### config.mk
export PLATFORM = sky130hd
export DESIGN_NAME = ir_cmd_ctrl
export DESIGN_NICKNAME = d
export VERILOG_FILES = /design/src/rtl/ir_cmd_ctrl.sv
export SDC_FILE = /design/constraint.sdc
export NUM_CORES = 1
export LEC_CHECK = 0
export BUFFER_PORTS_ARGS = -buffer_cell sky130_fd_sc_hd__buf_2
export CORE_ASPECT_RATIO = 1.1
export CORE_MARGIN = 2
export CORE_UTILIZATION = 40
export CTS_CLUSTER_SIZE = 30
export DETAILED_ROUTE_END_ITERATION = 8
export SLEW_MARGIN = 20
export SYNTH_ARGS = -nofsm -noshare
export SYNTH_HDL_FRONTEND = slang
export SYNTH_SLANG_ARGS = --single-unit
### constraint.sdc
create_clock -name master_clk -period 6.53 [get_ports master_clk]
set_input_delay 1.306 -clock master_clk [delete_from_list [all_inputs] [get_ports master_clk]]
set_output_delay 1.306 -clock master_clk [all_outputs]
set_load 0.02 [all_outputs]
### src/rtl/ir_cmd_ctrl.sv
`default_nettype none
// ============================================================================
// Module   : ir_cmd_ctrl
// Brief    : Validates IR frames, holds a one-hot move direction and turns
//            shoot/start keys into req/ack handshakes with a shoot cooldown.
// Revision : 1.0 - initial release
// ============================================================================
module ir_cmd_ctrl #(
    parameter int unsigned COOLDOWN  = 2500000,
    parameter logic [7:0]  KEY_LEFT  = 8'h04,
    parameter logic [7:0]  KEY_SHOOT = 8'h05,
    parameter logic [7:0]  KEY_RIGHT = 8'h06,
    parameter logic [7:0]  KEY_STOP  = 8'h02,
    parameter logic [7:0]  KEY_START = 8'h08
) (
    input  logic        master_clk,
    input  logic        resetn,
    input  logic        ir_ready,
    input  logic [31:0] ir_data,
    input  logic        cmd_ack,
    output logic        left,
    output logic        right,
    output logic        stop,
    output logic        shoot_req,
    output logic        start_req,
    output logic [7:0]  err_count
);

    localparam int unsigned      CNT_W    = (COOLDOWN > 1) ? $clog2(COOLDOWN) : 1;
    localparam logic [CNT_W-1:0] CNT_LOAD = CNT_W'(COOLDOWN - 1);
    localparam logic [CNT_W-1:0] CNT_ONE  = CNT_W'(1);

    typedef enum logic [2:0] {
        ST_IDLE      = 3'd0,
        ST_SHOOT_REQ = 3'd1,
        ST_START_REQ = 3'd2,
        ST_WAIT_REL  = 3'd3,
        ST_COOLDOWN  = 3'd4
    } state_t;

    state_t           state_q, state_d, state_ack;
    logic             ready_q;
    logic [2:0]       dir_q, dir_d;
    logic [7:0]       err_q, err_d;
    logic [CNT_W-1:0] cnt_q, cnt_d;
    logic             pend_q, pend_d;
    logic             last_shoot_q, last_shoot_d;

    logic [7:0] key;
    logic       frame_evt, frame_ok, valid_evt, bad_evt, is_shoot, is_start;
    logic       unused_custom;

    assign key       = ir_data[23:16];
    assign frame_evt = ir_ready & ~ready_q;
    assign frame_ok  = (ir_data[31:24] == ~key) &&
                       ((key == KEY_LEFT) || (key == KEY_SHOOT) || (key == KEY_RIGHT) ||
                        (key == KEY_STOP) || (key == KEY_START));
    assign valid_evt = frame_evt & frame_ok;
    assign bad_evt   = frame_evt & ~frame_ok;
    assign is_shoot  = valid_evt && (key == KEY_SHOOT);
    assign is_start  = valid_evt && (key == KEY_START);
    assign unused_custom = ^ir_data[15:0];

    always_comb begin
        dir_d = dir_q;
        err_d = err_q;
        if (valid_evt) begin
            if (key == KEY_LEFT)       dir_d = 3'b001;
            else if (key == KEY_RIGHT) dir_d = 3'b010;
            else                       dir_d = 3'b100;
        end
        if (bad_evt && (err_q != 8'hFF)) begin
            err_d = err_q + 8'd1;
        end
    end

    // Two-step next state: ack/timer transitions first, then the frame event
    // is judged against that intermediate state.
    always_comb begin
        state_ack    = state_q;
        cnt_d        = cnt_q;
        pend_d       = pend_q;
        last_shoot_d = last_shoot_q;
        case (state_q)
            ST_SHOOT_REQ: if (cmd_ack) state_ack = ST_WAIT_REL;
            ST_START_REQ: if (cmd_ack) state_ack = ST_WAIT_REL;
            ST_WAIT_REL: begin
                if (!cmd_ack) begin
                    if (last_shoot_q) begin
                        state_ack = ST_COOLDOWN;
                        cnt_d     = CNT_LOAD;
                    end else begin
                        state_ack = ST_IDLE;
                    end
                end
            end
            ST_COOLDOWN: begin
                if (cnt_q == '0) state_ack = ST_IDLE;
                else             cnt_d     = cnt_q - CNT_ONE;
            end
            default: ;
        endcase

        state_d = state_ack;
        case (state_ack)
            ST_IDLE: begin
                if (pend_q) begin
                    pend_d       = 1'b0;
                    state_d      = ST_START_REQ;
                    last_shoot_d = 1'b0;
                end else if (is_start) begin
                    state_d      = ST_START_REQ;
                    last_shoot_d = 1'b0;
                end else if (is_shoot) begin
                    state_d      = ST_SHOOT_REQ;
                    last_shoot_d = 1'b1;
                end
            end
            ST_SHOOT_REQ, ST_WAIT_REL, ST_COOLDOWN: begin
                if (is_start) pend_d = 1'b1;
            end
            default: ;
        endcase
    end

    always_ff @(posedge master_clk or negedge resetn) begin
        if (!resetn) begin
            state_q      <= ST_IDLE;
            ready_q      <= 1'b0;
            dir_q        <= 3'b100;
            err_q        <= 8'd0;
            cnt_q        <= '0;
            pend_q       <= 1'b0;
            last_shoot_q <= 1'b0;
        end else begin
            state_q      <= state_d;
            ready_q      <= ir_ready;
            dir_q        <= dir_d;
            err_q        <= err_d;
            cnt_q        <= cnt_d;
            pend_q       <= pend_d;
            last_shoot_q <= last_shoot_d;
        end
    end

    assign {stop, right, left} = dir_q;
    assign shoot_req = (state_q == ST_SHOOT_REQ);
    assign start_req = (state_q == ST_START_REQ);
    assign err_count = err_q;

endmodule
`default_nettype wire

## Word level (Yosys, flattened, before mapping)

Cells that the tools add are included.

- Flip-flop bits (word level): 39
- Input port bits: 36
- Output and inout bits: 13
- Logic and storage cells: 71

- Add/sub/neg operators: 2
- Equal/unequal tests: 18
- Mux-type cells: 20
- Bitwise gates (word level): 6
- Reductions and logical operators: 18

Operators by type and width:

| kind | count |
|---|---|
| $mux W22 | 3 |
| $pmux W22 S2 | 1 |
| $mux W3 | 10 |
| $eq A8 B3 Y1 const B | 3 |
| $logic_not A22 Y1 | 1 |
| $sub A22 B1 Y22 const B | 1 |
| $eq A3 B2 Y1 const B | 3 |
| $pmux W3 S3 | 1 |
| $add A8 B1 Y8 const B | 1 |
| $eq A8 B2 Y1 const B | 1 |
| $eq A8 B4 Y1 const B | 1 |
| $eq A8 B8 Y1 | 1 |
| $ne A2 B2 Y1 const B | 4 |
| $ne A8 B8 Y1 const B | 1 |
| $not A8 Y8 | 1 |
| $eq A3 B1 Y1 const B | 2 |
| $eq A3 B3 Y1 const B | 2 |
| $logic_and A1 B1 Y1 | 4 |
| $logic_or A1 B1 Y1 | 4 |
| $mux W1 | 4 |
| $reduce_and A2 Y1 | 2 |
| $reduce_and A4 Y1 | 1 |
| $reduce_bool A2 Y1 | 2 |
| $and A1 B1 Y1 | 3 |
| 6 further kinds | 7 |

## Depth between registers and ports, before layout

Gate-level depths: netlist of run 1.

- Depth in word-level cells: 12
- Gate-level depth with buffers: 9
- Mapped depth without buffers: 7

## Least setup slack after synthesis of run 1

No wires, ideal clock.

- Path kind: input to register
- Start point: in ir_data[21]
- End point: reg pend_q
- Library setup time: 0.101 ns
- Arrival: 2.728 ns
- Data required time: 6.429 ns
- Setup slack: 3.701 ns
- Cell stages on the path: 5
- Path buffers: 0
- Cells stage by stage: or4_1 > nor4_1 > o211a_1 > a21oi_1 > nor4_1

- Word-level cells in the longest chain between the ends: 10
- Elaborated cells on any way between the ends: 16
- Classes of those cells: 7 x eq/ne; 2 x bitwise; 7 x reduce/logical

RTL lines:

| element | line | RTL |
|---|---|---|
| start: declaration | 19 | `input logic [31:0] ir_data,` |
| $eq A8 B3 Y1 | 56 | `((key == KEY_LEFT) \|\| (key == KEY_SHOOT) \|\| (key == KEY_RIGHT) \|\|` |
| $logic_or A1 B1 Y1 (3 in series) | 56 |  |
| $logic_or A1 B1 Y1 | 57 | `(key == KEY_STOP) \|\| (key == KEY_START));` |
| $logic_and A1 B1 Y1 | 55 | `assign frame_ok = (ir_data[31:24] == ~key) &&` |
| $and A1 B1 Y1 | 58 | `assign valid_evt = frame_evt & frame_ok;` |
| $logic_and A1 B1 Y1 * | 61 | `assign is_start = valid_evt && (key == KEY_START);` |
| $ne A2 B2 Y1 (no line) * | -- |  |
| $reduce_and A2 Y1 (no line) * | -- |  |
| end signal: assignment | 141 | `pend_q <= pend_d;` |
| end: declaration | 46 | `logic pend_q, pend_d;` |

Mark *: on every way between the ends. The rest lies on a longest branch, timed or not.
A chain may end at the register's enable or synchronous reset.

## Worst setup path in the final report of run 1

- Start point: in ir_data[20]
- End point: reg err_q[1] (netlist: err_count[1])

- Word-level cells in the longest chain between the ends: 9
- Elaborated cells on any way between the ends: 15
- Classes of those cells: 6 x eq/ne; 3 x bitwise; 6 x reduce/logical

RTL lines:

| element | line | RTL |
|---|---|---|
| $eq A8 B3 Y1 | 56 |  |
| $logic_or A1 B1 Y1 (3 in series) | 56 |  |
| $logic_or A1 B1 Y1 | 57 |  |
| $logic_and A1 B1 Y1 * | 55 |  |
| $not A1 Y1 * | 59 | `assign bad_evt = frame_evt & ~frame_ok;` |
| $and A1 B1 Y1 * | 59 |  |
| $logic_and A1 B1 Y1 * | 72 | `if (bad_evt && (err_q != 8'hFF)) begin` |
| end signal: assignment | 139 | `err_q <= err_d;` |
| end: declaration | 44 | `logic [7:0] err_q, err_d;` |

Marks and branches as above.

==> impl_metrics.py, run 1 <==
metrics = {
    "yosys": {
        "syn_area_um2": 2230,
        "ys_types": 48,
        "async_flop_share_pct": 100,
        "synth.largest_area_cell": "dfrtp_1",
        "syn_inst": 227,
        "yosysSeqAreaShare_pct": 43.9,
        "ys_warn_count": 0,
        "synthTopCellsByArea": "dfrtp_1 (43%), xnor2_1 (3.9%), or3_1 (3.1%), a21oi_1 (2.7%), o31ai_1 (2.7%)",
        "ys_ff_latch": 39,
        "synth_ff_type": "dfrtp_1",
        "syn_avg_cell_area_um2": 9.81,
        "synth_top_area_share_pct": 42.7,
        "synth_edf_count": 0,
        "syn_nets": 266,
    },
    "critical_path": {
        "worst_path_max_delay_cell": "or4_1",
        "cp_max_fo": 12,
        "cp-end-kind": "register",
        "critPathLaunchType": "primary input",
        "crit_chain": "buf_2 > or4_1 > nor3_1 > o2111ai_1 > nand2_1 > mux2_2",
        "cp.buffers_inverters": 1,
        "cp-startpoint": "ir_data[20]",
        "path_delay_family": "simple AND/OR/NAND/NOR gates",
        "critPathMaxStageDelay_ns": 0.59,
        "required_ns": 6.70,
        "r2r-start": "cnt_q[0]",
        "crit_type": "in -> reg",
        "crit_arrival_ns": 3.26,
    },
    "clock_tree": {
        "cts_buffers": 5,
        "clkSlewWorstSetupHoldPaths_ns": 0.08,
        "post_cts_resized": 0,
        "cts_tree": "built",
        "cts_buffer_depth": 2,
        "cts_hold_buf": 0,
        "postCtsSetupBuffers": 0,
        "htreeDepth": 2,
        "clock_latency_ns": 0.29,
        "clockRootBuffer": "clkbuf_8",
        "cts.sinks": 39,
    },
    "cells_and_area": {
        "diodes": 0,
        "area_growth_pct": 14.4,
        "fin_nets": 295,
        "final_layout_size_suffix_gt1_share_pct": 20.2,
    },
    "floorplanning": {
        "die_h_um": 82.2,
        "rows": 28,
        "die-area_um2": 6180,
        "initial_utilization_pct": 41.5,
        "die_width_um": 75.1,
        "io_pins": 49,
        "core_um2": 5360,
    },
    "timing": {
        "rsz0062_at_grt": "false",
        "min_period_over_period_pct": 47.3,
        "hold_viol_final": 0,
        "fin_ws_ns": 3.44,
        "setup_viol_count_final": 0,
        "layout_min_cycle_time_ns": 3.09,
        "clock-skew-final_ns": 0.0114,
        "tightest_slew_ns": 0.897,
        "finalMaxSlewViolations": 0,
        "fmax_ghz": 0.323,
        "fin_setup_tns_ns": 0,
        "maxSlewHeadroom_pct": 40.2,
    },
    "global_routing": {
        "grt.total_usage_pct": 15.6,
        "grt.overflow.total": 0,
        "antenna_found_initial": 0,
        "use_met1_pct": 20.4,
        "grt_pass1_wl_mm": 7.53,
        "grt_pass1_vias": 1633,
        "use_met3_pct": 2.91,
        "busiest_layer": "met2",
        "use_met2_pct": 26.0,
        "grt_max_degree": 40,
    },
    "routing": {
        "num_vias": 1813,
        "via_per_inst": 5.46,
        "first_iter_violations": 77,
        "wl_per_cell_um": 13.7,
        "ant_nets": 0,
        "dr.pass1.iters": 4,
        "drcViolationCount": 0,
        "wl_mm": 4.56,
    },
    "placement": {
        "port_buffers": 32,
        "hpwl_mm": 3.22,
        "pre_cts_slack_ns": 3.15,
        "place_congestion": 0.785,
    },
    "flow_run": {
        "drv_cap": 0,
    },
    "min_path": {
        "hold_start": "cnt_q[0]",
        "hold_path.class": "reg -> reg",
    },
    "pwr": {
        "p_per_area_nw_per_um2": 233,
        "ir_drop_v": 0.000125,
        "p_leak_nw": 0.959,
    },
    "outcome": {
        "status": "completed",
    },
}
-- worst register-to-register path: stages, from the launching register on --
cell	delay, ns
dfrtp_1	0.40
inv_1	0.09
ha_1	0.14
or4b_1	0.48
or4_4	0.53
o2111ai_1	0.75
or4_1	0.21
nand3_1	0.08
-- state kept, by name, summed over array words and instances (netlist names) --
register / count
pend_q: 1
err_count: 8
ready_q: 1
state_q: 3
last_shoot_q: 1
dir_q: 3
cnt_q: 22
-- through the flow --
| stage | utilization (%) | total power [W] | hold slack, ns | area (um^2) | instances |
|---|---|---|---|---|---|
| 6_report | 47.5 | 0.000592 | 0.487 | 2550 | 332 |
| 3_3_place_gp | 45.3 | 0.000388 | 0.479 | 2430 | 324 |
| 2_1_floorplan | - | 0.000349 | 0.459 | 2230 | 227 |
| 3_5_place_dp | 45.3 | 0.000391 | 0.480 | 2430 | 324 |
| 4_1_cts | 47.5 | 0.000603 | 0.491 | 2550 | 332 |
| 5_1_grt | 47.5 | 0.000622 | 0.528 | 2550 | 332 |
-- synth_stat cells (2+ instances only) --
master     number
a21oi_1        12
a31oi_1         3
and2_1          2
and4_1          3
buf_2           2
clkbuf_1        6
dfrtp_1        38
ha_1            3
inv_1           7
mux2_2          2
mux2i_1         2
nand2_1         6
nand2b_1        4
nand3_1         6
nand4_1         3
nor2_1         14
nor2b_1         4
nor3_1          8
nor3b_1         4
nor4_1          9
o2111ai_1       5
o211ai_1        4
o21a_1          2
o21ai_0        10
o21ai_1         2
o31ai_1         8
o41ai_1         2
or2_2           3
or3_1          11
or3b_1          3
or3b_2          2
or4_1           6
or4bb_1         2
xnor2_1        10
xor2_1          6
-- layout make-up --
cell class,instances,area [um^2]
fillers,506,2810
clock inverters,2,35.0
repair buffers,32,160
flip-flops and latches,39,977
inverters,7,26.3
multi-input cells,171,1170
well taps,75,93.8
clock buffers,6,82.6
-- logic make-up (layout without fill, tap and decap cells) --
logic type	Yosys count	after routing	share of synthesized area (%)
flip-flops	39	39	43.9
AND/OR/NAND/NOR	95	95	26.1
multiplexers	4	4	1.91
adder cells (fa/ha/maj)	3	3	1.69
XOR/XNOR	16	16	6.30
AO/OA/AOI/OAI	53	53	16.6
buffers and inverters	17	47	3.49
-- path summary, 6_finish.rpt --
kind | end | slack [ns] | cells after the start
worst max-delay path | err_count[1] | 3.44 | 6
worst min-delay path | cnt_q[0] | 0.49 | 1
worst max register to register | cnt_q[13] | 3.70 | 7
worst min register to register | cnt_q[0] | 0.49 | 1
max in group asynchronous | err_count[0] | 4.82 | 1
min in group asynchronous | cnt_q[7] | 1.14 | 1
-- cell usage in the layout, fill, tap and decap left out, drive strengths merged, types with 3 or more instances in the layout --
master / Yosys / layout
ha: 3 / 3
nand2b: 4 / 4
xor2: 6 / 6
nand4: 3 / 3
dfrtp: 38 / 38
nand3: 6 / 6
buf: 4 / 32
nor2b: 4 / 4
nor4: 9 / 9
nor2: 14 / 14
o2111ai: 6 / 6
or3b: 5 / 5
or2: 4 / 4
nor3b: 4 / 4
inv: 7 / 7
and4: 3 / 3
a21oi: 12 / 12
clkbuf: 6 / 6
o21ai: 12 / 12
or4: 7 / 7
nand2: 6 / 6
o31ai: 8 / 8
nor3: 8 / 8
or3: 11 / 11
a31oi: 3 / 3
o211ai: 6 / 6
xnor2: 10 / 10
-- routing by layer --
metal  routed length [um]  up-vias
li1                     -      921
met1                 2210      850
met2                 2140       38
met3                  172        4
met4                   42        0
met5                    0        -
-- report_power, final --
| part | switching, W | total, W | internal [W] |
|---|---|---|---|
| clock network | 0.0000844 | 0.000208 | 0.000124 |
| logic | 0.0000580 | 0.0000999 | 0.0000419 |
| registers | 0.0000219 | 0.000284 | 0.000262 |
Note: power is estimated with default switching activity, not from simulation.
==> inputs of run 2 (changes only) <==
clock period = 3.1 ns   (was 6.53 ns; I/O delays follow)
==> impl_metrics.py, run 2 (synthesis gave the netlist of run 1 again) <==
metrics = {
    "routing": {
        "num_vias": 1801,
        "dr.pass1.iters": 4,
        "drcViolationCount": 0,
        "via_per_inst": 5.38,
        "first_iter_violations": 51,
        "wl_mm": 4.50,
        "ant_nets": 0,
        "wl_per_cell_um": 13.4,
    },
    "pwr": {
        "p_leak_nw": 0.952,
        "power_frac_comb_pct": 18.3,
        "p_per_area_nw_per_um2": 450,
        "p_seq_share_pct": 52.7,
        "swShare_pct": 29.9,
        "internal_power_w": 0.000799,
        "p_clk_share_pct": 29.0,
        "ir_drop_v": 0.000218,
        "power_switching_w": 0.000341,
    },
    "timing": {
        "min_period_over_period_pct": 79.3,
        "finalMaxSlewViolations": 0,
        "layout_min_cycle_time_ns": 2.46,
        "clock-skew-final_ns": 0.00550,
        "fin_setup_tns_ns": 0,
        "setup_viol_count_final": 0,
        "fin_hold_ws_ns": 0.441,
        "maxSlewHeadroom_pct": 42.8,
        "fin_ws_ns": 0.642,
        "tightest_slew_ns": 0.857,
        "hold_viol_final": 0,
        "rsz0062_at_grt": "false",
        "fmax_ghz": 0.407,
    },
    "placement": {
        "port_buffers": 32,
        "placed_area_um2": 2450,
        "pre_cts_slack_ns": 0.634,
        "hpwl_mm": 3.25,
        "place_congestion": 0.753,
    },
    "global_routing": {
        "grt.overflow.total": 0,
        "grt_pass1_vias": 1693,
        "grt.total_usage_pct": 16.0,
        "grt_pass1_wl_mm": 7.66,
        "antenna_found_initial": 0,
        "grt_max_degree": 40,
    },
    "cells_and_area": {
        "diodes": 0,
        "area_growth_pct": 13.8,
        "fin_util_pct": 47.2,
        "largest_register": "cnt_q",
        "final_layout_size_suffix_gt1_share_pct": 20.4,
        "fillers": 526,
        "layout_commonest_cell": "dfrtp_1",
        "design_area_um2": 2530,
        "fin_nets": 298,
        "final_cell_mix": "dfrtp_1 (38), buf_2 (32), nor2_1 (14)",
        "largest_reg_flops": 22,
        "multi_input_area_um2": 1170,
        "seqCellArea_um2": 977,
    },
    "critical_path": {
        "cp-end-kind": "register",
        "required_ns": 3.26,
        "critPathLaunchType": "register",
        "crit_arrival_ns": 2.62,
        "cp_max_fo": 10,
        "crit_type": "reg -> reg",
    },
    "clock_tree": {
        "postCtsSetupBuffers": 0,
        "cts_buffer_depth": 2,
        "clockRootBuffer": "clkbuf_8",
        "clkSlewWorstSetupHoldPaths_ns": 0.07,
        "htreeDepth": 2,
        "cts.sinks": 39,
        "cts_tree": "built",
        "cts_hold_buf": 0,
        "clock_latency_ns": 0.29,
        "cts_buffers": 5,
        "post_cts_resized": 0,
    },
    "floorplanning": {
        "initial_utilization_pct": 41.5,
        "rows": 28,
        "io_pins": 49,
        "core_um2": 5360,
        "die_width_um": 75.1,
        "die-area_um2": 6180,
        "die_h_um": 82.2,
    },
    "min_path": {
        "hold_path.class": "in -> async",
    },
    "flow_run": {
        "drv_cap": 0,
    },
    "outcome": {
        "status": "completed",
    },
}
## run 2: per-layer routing
metal / share of wire [%] / global-route usage (%)
met5: 0 / 0
met2: 49 / 26.9
met3: 3.9 / 3.40
met1: 47 / 20.4
met4: 0.56 / 5.36
## run 2: cell type report
cell class | count | area share, %
clock inverters | 1 | 0.198
flip-flops and latches | 39 | 38.6
multi-input cells | 171 | 46.2
repair buffers | 35 | 7.21
inverters | 7 | 1.04
well taps | 75 | 3.71
clock buffers | 7 | 3.01
## run 2: power groups by stage
stage               Clock (W)  Combinational [W]  Sequential, W
global route         0.000372           0.000229       0.000610
global placement            0           0.000209       0.000610
detailed placement          0           0.000212       0.000612
floorplan                   0          0.0000821       0.000652
finish               0.000330           0.000208       0.000601
CTS                  0.000348           0.000213       0.000602
## run 2: worst max-delay path: stages (launching register included)
cell and delay [ns]:
dfrtp_1 0.40, inv_1 0.09, ha_1 0.13, or4b_1 0.48, or4_4 0.53, o211ai_2 0.28, nor4_1 0.07, or3b_1 0.35
## run 2: per-stage QoR
stage / power [W] / instances
floorplan: 0.000734 / 227
global placement: 0.000819 / 327
detailed placement: 0.000824 / 327
CTS: 0.00116 / 335
global route: 0.00121 / 335
finish: 0.00114 / 335
## run 2: final timing paths
kind                           from      endpoint  slack [ns]  cells past startpoint
setup reg to reg           cnt_q[0]      cnt_q[7]        0.64                      7
min in group master_clk    ir_ready       ready_q        0.46                      1
hold / removal               resetn      cnt_q[7]        0.44                      1
setup / recovery           cnt_q[0]      cnt_q[7]        0.64                      7
max in group asynchronous    resetn  err_count[6]        2.13                      1
hold reg to reg            cnt_q[0]      cnt_q[0]        0.49                      1
==> inputs of run 3 (changes only) <==
clock period = 2.45 ns   (was 3.1 ns; I/O delays follow)
==> impl_metrics.py, run 3 (synthesis gave the netlist of run 1 again) <==
metrics = {
    "outcome": {
        "status": "completed",
    },
    "timing": {
        "hold_viol_final": 0,
        "fmax_ghz": 0.410,
        "maxSlewHeadroom_pct": 42.7,
        "layout_min_cycle_time_ns": 2.44,
        "fin_ws_ns": 0.0137,
        "finalMaxSlewViolations": 0,
        "tightest_slew_ns": 0.859,
        "clock-skew-final_ns": 0.00840,
        "rsz0062_at_grt": "true",
        "fin_setup_tns_ns": 0,
        "setup_viol_count_final": 0,
        "min_period_over_period_pct": 99.4,
    },
    "critical_path": {
        "cp-end-kind": "register",
        "critPathLaunchType": "register",
        "crit_type": "reg -> reg",
        "crit_arrival_ns": 2.58,
        "worst_path_max_delay_cell": "or4_4",
        "path_delay_family": "simple AND/OR/NAND/NOR gates",
        "critPathMaxStageDelay_ns": 0.56,
        "cp_max_fo": 6,
        "worstRegToRegCells": 9,
        "cp.depth": 9,
        "r2r-start": "cnt_q[0]",
        "cp.buffers_inverters": 3,
        "cp-startpoint": "cnt_q[0]",
        "crit_top_cell": "buf_6",
        "required_ns": 2.60,
        "crit_chain": "inv_2 > ha_4 > or4b_4 > or4_4 > buf_6 > o2111ai_4 > buf_6 > or3_1 > a21oi_1",
    },
    "clock_tree": {
        "cts.sinks": 39,
        "clkSlewWorstSetupHoldPaths_ns": 0.08,
        "cts_buffers": 5,
        "htreeDepth": 2,
        "cts_buffer_depth": 2,
        "cts_tree": "built",
        "clockRootBuffer": "clkbuf_8",
        "clock_latency_ns": 0.29,
        "cts_hold_buf": 0,
    },
    "routing": {
        "ant_nets": 0,
        "first_iter_violations": 48,
        "dr.pass1.iters": 4,
        "num_vias": 1921,
        "via_per_inst": 5.47,
        "drcViolationCount": 0,
        "wl_per_cell_um": 13.6,
        "wl_mm": 4.78,
    },
    "pwr": {
        "p_leak_nw": 1.05,
        "p_per_area_nw_per_um2": 598,
        "power_switching_w": 0.000450,
        "ir_drop_v": 0.000269,
        "p_seq_share_pct": 45.5,
        "p_clk_share_pct": 38.4,
        "internal_power_w": 0.00122,
        "power_frac_comb_pct": 16.0,
        "swShare_pct": 27.0,
    },
    "floorplanning": {
        "die-area_um2": 6180,
        "core_um2": 5360,
        "rows": 28,
        "die_width_um": 75.1,
        "io_pins": 49,
        "initial_utilization_pct": 41.5,
        "die_h_um": 82.2,
    },
    "cells_and_area": {
        "layout_commonest_cell": "dfrtp_1",
        "diodes": 0,
        "largest_register": "cnt_q",
        "largest_reg_flops": 22,
        "area_growth_pct": 25.3,
        "finalNonFillerCells": 351,
        "final_layout_size_suffix_gt1_share_pct": 30.4,
        "final_cell_mix": "dfrtp_1 (38), buf_2 (32), buf_4 (15)",
        "fin_util_pct": 52.0,
        "fin_nets": 314,
        "design_area_um2": 2790,
    },
    "global_routing": {
        "grt_max_degree": 40,
        "grt.total_usage_pct": 15.7,
        "grt.overflow.total": 0,
        "grt_pass1_wl_mm": 7.55,
        "grt_pass1_vias": 1688,
        "antenna_found_initial": 0,
    },
    "placement": {
        "pre_cts_slack_ns": 0.0477,
        "placed_cells": 337,
        "hpwl_mm": 3.34,
        "place_congestion": 0.790,
        "port_buffers": 32,
        "placed_area_um2": 2530,
    },
    "min_path": {
        "hold_path.class": "in -> async",
    },
    "flow_run": {
        "drv_cap": 0,
    },
}
## run 3: cell types whose count changed in the layout (fill, tap and decap cells not counted), sizes merged
| cell | change |
|---|---|
| buf | +16 |
| bufinv | +2 |
| clkbuf | -2 |
| clkinv | -1 |
| clkinvlp | +1 |
## run 3: final cells by class
class / count / area, um^2
inverter: 7 / 26.3
tap: 75 / 93.8
multi-input combinational: 171 / 1240
fill: 495 / 2570
sequential: 39 / 977
clock buffer: 5 / 68.8
clock inverter: 3 / 67.6
timing repair buffer: 51 / 318
## run 3: what timing repair did
action                                  CTS  global route
setup buffers                             0             5
resized for setup                         0            24
endpoints found under the setup margin    0            17
## run 3: layer usage
layer | vias up | global-route usage, % | part of all wire [%]
met5 | - | 0 | 0
met4 | 0 | 5.71 | 1.3
met3 | 7 | 3.64 | 3.8
met2 | 32 | 26.5 | 49
met1 | 914 | 19.4 | 46
li1 | 968 | - | -
## run 3: path summary, 6_finish.rpt
path                       slack (ns)      endpoint
setup / recovery                 0.01     cnt_q[14]
hold / removal                   0.30      cnt_q[7]
setup reg to reg                 0.01     cnt_q[14]
hold reg to reg                  0.49  err_count[6]
max in group asynchronous        1.60  err_count[6]
min in group master_clk          0.31       ready_q
## run 3: per-stage QoR
stage	total power (W)	hold WS, ns
floorplan	0.000929	0.194
global placement	0.00104	0.480
detailed placement	0.00104	0.484
CTS	0.00170	0.304
global route	0.00175	0.299
finish	0.00167	0.302
## run 3: power groups by stage
stage	clock network (W)	registers [W]	logic (W)
finish	0.000641	0.000760	0.000268
global route	0.000690	0.000768	0.000296
CTS	0.000663	0.000761	0.000272
detailed placement	0	0.000773	0.000271
global placement	0	0.000770	0.000268
floorplan	0	0.000825	0.000104
